[src/rtl/seq_frame_tx.sv]
// rtl/seq_frame_tx.sv - byte-to-serial framer (start, 8 data MSB-first, optional even parity, stop); option macro SEQ_FRAME_TX_PARITY_EN
module seq_frame_tx #(
   parameter int unsigned CLKS_PER_BIT = 16
) (
   input  logic       CLK,
   input  logic       RST,
   input  logic       IN_VALID,
   input  logic [7:0] IN,
   output logic       IN_READY,
   output logic       TX,
   output logic       BUSY
);

   localparam int unsigned CW = (CLKS_PER_BIT > 1) ? $clog2(CLKS_PER_BIT) : 1;
   localparam logic [CW-1:0] CNT_LAST = CW'(CLKS_PER_BIT - 1);

`ifdef SEQ_FRAME_TX_PARITY_EN
   typedef enum logic [2:0] {
      IDLE   = 3'd0,
      START  = 3'd1,
      DATA   = 3'd2,
      PARITY = 3'd3,
      STOP   = 3'd4
   } state_t;
`else
   typedef enum logic [2:0] {
      IDLE  = 3'd0,
      START = 3'd1,
      DATA  = 3'd2,
      STOP  = 3'd4
   } state_t;
`endif

   state_t          state_q, state_d;
   logic [7:0]      data_q, data_d;
   logic [CW-1:0]   cnt_q, cnt_d;
   logic [2:0]      idx_q, idx_d;
   logic            tx_q, tx_d;
   logic            bit_done;
   logic            in_ready;
`ifdef SEQ_FRAME_TX_PARITY_EN
   logic            par_q, par_d;
`endif

   assign bit_done = (cnt_q == CNT_LAST);
   assign in_ready = (state_q == IDLE);
   assign IN_READY = in_ready;
   assign BUSY     = ~in_ready;
   assign TX       = tx_q;

   // State register; reset aborts any frame at once and parks the line high
   always_ff @(posedge CLK or posedge RST) begin
      if (RST) begin
         state_q <= IDLE;
         data_q  <= '0;
         cnt_q   <= '0;
         idx_q   <= '0;
         tx_q    <= 1'b1;
`ifdef SEQ_FRAME_TX_PARITY_EN
         par_q   <= 1'b0;
`endif
      end else begin
         state_q <= state_d;
         data_q  <= data_d;
         cnt_q   <= cnt_d;
         idx_q   <= idx_d;
         tx_q    <= tx_d;
`ifdef SEQ_FRAME_TX_PARITY_EN
         par_q   <= par_d;
`endif
      end
   end

   // Next state; tx_d is the level for the coming cycle, so TX changes only on bit boundaries
   always_comb begin
      state_d = state_q;
      data_d  = data_q;
      cnt_d   = cnt_q;
      idx_d   = idx_q;
      tx_d    = tx_q;
`ifdef SEQ_FRAME_TX_PARITY_EN
      par_d   = par_q;
`endif

      if (state_q != IDLE) begin
         cnt_d = bit_done ? '0 : cnt_q + CW'(1);
      end

      case (state_q)
         IDLE: begin
            tx_d = 1'b1;
            if (IN_VALID && in_ready) begin
               data_d  = IN;
               cnt_d   = '0;
               idx_d   = '0;
               tx_d    = 1'b0;
`ifdef SEQ_FRAME_TX_PARITY_EN
               par_d   = 1'b0;
`endif
               state_d = START;
            end
         end
         START: begin
            if (bit_done) begin
               tx_d    = data_q[7];
               state_d = DATA;
            end
         end
         DATA: begin
            if (bit_done) begin
               data_d = {data_q[6:0], 1'b0};
               idx_d  = idx_q + 3'd1;
`ifdef SEQ_FRAME_TX_PARITY_EN
               par_d  = par_q ^ data_q[7];
`endif
               if (idx_q == 3'd7) begin
`ifdef SEQ_FRAME_TX_PARITY_EN
                  tx_d    = par_q ^ data_q[7];
                  state_d = PARITY;
`else
                  tx_d    = 1'b1;
                  state_d = STOP;
`endif
               end else begin
                  tx_d = data_q[6];
               end
            end
         end
`ifdef SEQ_FRAME_TX_PARITY_EN
         PARITY: begin
            if (bit_done) begin
               tx_d    = 1'b1;
               state_d = STOP;
            end
         end
`endif
         STOP: begin
            if (bit_done) begin
               tx_d    = 1'b1;
               state_d = IDLE;
            end
         end
         default: begin
            tx_d    = 1'b1;
            state_d = IDLE;
         end
      endcase
   end

endmodule

[config.mk]
export PLATFORM = sky130hd
export DESIGN_NAME = seq_frame_tx
export DESIGN_NICKNAME = d
export VERILOG_FILES = /design/src/rtl/seq_frame_tx.sv
export SDC_FILE = /design/constraint.sdc
export NUM_CORES = 1
export LEC_CHECK = 0
export CORE_MARGIN = 4
export CORE_UTILIZATION = 45
export CTS_BUF_LIST = sky130_fd_sc_hd__clkbuf_16
export CTS_CLUSTER_SIZE = 16
export DETAILED_ROUTE_END_ITERATION = 8
export GPL_TIMING_DRIVEN = 0
export PLACE_DENSITY = 0.67
export SLEW_MARGIN = 20
export SYNTH_ARGS = -nofsm -noshare
export SYNTH_HDL_FRONTEND = slang
export SYNTH_SLANG_ARGS = --single-unit
export TNS_END_PERCENT = 50
[constraint.sdc]
create_clock -name CLK -period 1.9 [get_ports CLK]
set_clock_uncertainty 0.15 [all_clocks]
set_input_delay 0.38 -clock CLK [delete_from_list [all_inputs] [get_ports CLK]]
set_output_delay 0.38 -clock CLK [all_outputs]
set_load 0.03 [all_outputs]
==> impl_metrics.yaml, run 1 <==
run:
  max_cap_violations: 0
critical_path:
  crit_start: "state_q[1]$_DFFE_PP0P_"
  rr_startpoint: "cnt_q[0]$_DFF_PP0_"
  critical_path_class: "flop to output pin"
  cp-start-kind: "flop"
  r2r_cells: 6
  cp_data_required_time_ns: 1.37
  reg2reg_setup_slack_ns: 0.11
  end_kind: "output pin"
  crit_fanout: 4
  critPathArrivalTime_ns: 1.33
  rr_endpoint: "data_q[5]$_DFFE_PP0P_"
synth:
  synth.yosys.seq_area_share: 0.457
  ys_types: 36
  postSynthCellCount: 96
  synth_area_per_cell_um2: 10.9
  ys_top_cells_by_area: "dfrtp_1 43%, o221a_2 7.6%, or2b_1 5.0%"
  synthFlopType: "dfrtp_1"
  syn_area_mm2: 0.00104
  synth-seq-cells: 19
  yosysTopAreaCellShare: 0.432
  ys_async_sr_fraction: 1.00
  synth_top_cell_by_area: "dfrtp_1"
  synth_edf_count: 0
  syn_nets: 110
  yosys_warnings: 0
finish:
  drive_above_1_share: 0.274
  nFillCells: 196
  n_antenna_cell: 0
  multi_input_area_um2: 500
  final_common_cell: "dfrtp_1"
  utilization: 0.600
  areaGrowthSynthToFinish_pct: 27.2
  layout_common_cells: "16 x dfrtp_1, 10 x clkdlybuf4s50_1"
  register_area_um2: 479
  fin_cells: 145
  finalNetCount: 132
  fin_area_mm2: 0.00133
clock_tree:
  root_buffer: "clkbuf_16"
  tritoncts: "built"
  cts_buffer_depth: 2
  cts_sinks: 19
  numCtsBuffers: 3
  cts.clk_slew.worst_paths_ns: 0.05
  clk_latency_ns: 0.25
  htreeDepth: 1
min_path:
  hold_class: "flop to flop"
  hold_depth: 1
  worstHoldEndpoint: "idx_q[0]$_DFFE_PP0P_"
  hp-start: "idx_q[0]$_DFFE_PP0P_"
placed_design:
  post-place-cells: 137
  dp_hpwl_um: 1470
  pre_cts_ws_ns: -0.432
  placed_cell_area_mm2: 0.00121
  portBuffers: 13
  gp_congestion: 0.744
timing:
  post-route-min-period_ns: 1.86
  slew_viol_final: 0
  setup_slack_ns: 0.0403
  setup-violations-final: 0
  relSlewSlack: 0.516
  finalCritPeriodShare: 0.979
  hold_viol_final: 0
  rsz0062_at_grt: "yes"
  worst_pin_slew_ns: 0.725
  clock.fmax_mhz: 538
  tns_ns: 0
  whs_ns: 0.345
pwr:
  power_density_mw_per_mm2: 1360
  p_leak_nw: 0.555
  worst_ir_drop_vdd_v: 0.000838
  total_power_mw: 1.81
global_route:
  grt_antenna_before_repair: 0
  overflow: 0
  grt_pass1_wl_um: 3750
  first_global_vias: 843
  grt_max_degree: 20
  grtUsageTotal: 0.151
floorplan:
  die-area_mm2: 0.00315
  io-pin-count: 14
  initial_core_util: 0.472
  die_width_um: 56.2
  placementRows: 17
  die_y_um: 56.2
  coreArea_mm2: 0.00221
drt:
  firstDrtPassIters: 4
  wirelength_um: 2100
  vias: 805
  avgViaCountPerCell: 5.55
  drt-initial-drc-count: 21
  wl_per_cell_um: 14.5
  drc_errors: 0
  ant_nets: 0
run_status:
  status: "completed"
==> cells in the mapped netlist, types with 2 or more instances <==
| master | n |
|---|---|
| dfrtp_1 | 18 |
| nand2_1 | 7 |
| o221a_2 | 7 |
| or2b_1 | 7 |
| inv_1 | 6 |
| nand3_1 | 5 |
| o21ai_0 | 5 |
| a21oi_1 | 4 |
| ha_1 | 3 |
| a211oi_1 | 2 |
| buf_2 | 2 |
| buf_4 | 2 |
| buf_6 | 2 |
| nand2b_1 | 2 |
| o211ai_1 | 2 |
| o31ai_1 | 2 |
==> kinds of logic after synthesis <==
logic type | share of synthesized area
and+or+nand+nor | 0.217
AOI/OAI and AO/OA | 0.201
DFF | 0.457
buffers and inverters | 0.0707
adders and majority gates | 0.0360
xor gates and xnor gates | 0.00839
muxes | 0.00959
==> worst max-delay path, cell delays in order, from the launching register on <==
cell and delay (ns):
dfrtp_1 0.39, buf_6 0.12, or3_4 0.36, inv_4 0.09
buf_6 0.13
==> area by class of cell <==
type,instances,share of cell area
Tap cell,28,0.0264
Inverter,7,0.0217
Multi-Input combinational cell,64,0.377
Timing Repair Buffer,18,0.123
Clock inverter,1,0.00283
Sequential cell,19,0.361
Buffer,5,0.0320
Clock buffer,3,0.0566
==> routing by layer <==
layer  global-route usage  routed length, µm  vias up
met5                    0                  0        -
met4               0.0610                 23        0
met3               0.0325                 77        2
met2                0.254               1040       15
met1                0.187                952      392
li1                     -                  -      396
==> sequential cells by signal, indices dropped and copies added, names as in the netlist <==
| register | count |
|---|---|
| TX | 1 |
| data_q | 8 |
| cnt_q | 4 |
| idx_q | 3 |
| state_q | 3 |
==> what timing repair did <==
action                     CTS  global route
setup endpoints to repair    3             9
gates resized for setup     19             1
setup buffers                3             2
pin swaps                    1             0
hold buffers                 0             0
==> where the power goes <==
group | internal [mW] | switching (mW)
combinational | 0.352 | 0.343
clock | 0.280 | 0.145
sequential | 0.563 | 0.122
==> how the worst max path moves through the flow <==
stage | end | cells after the start
2_1_floorplan | IN_READY | 4
3_3_place_gp | IN_READY | 5
3_5_place_dp | IN_READY | 5
4_1_cts | IN_READY | 4
5_1_grt | IN_READY | 4
6_report | IN_READY | 4
(Power assumes the default switching activity.)
==> run 2: changes to the inputs <==
Settings changed: GPL_ROUTABILITY_DRIVEN from default to 0.
==> results of run 2 <==
The final DEF is identical to that of run 1; final timing and power are the same.
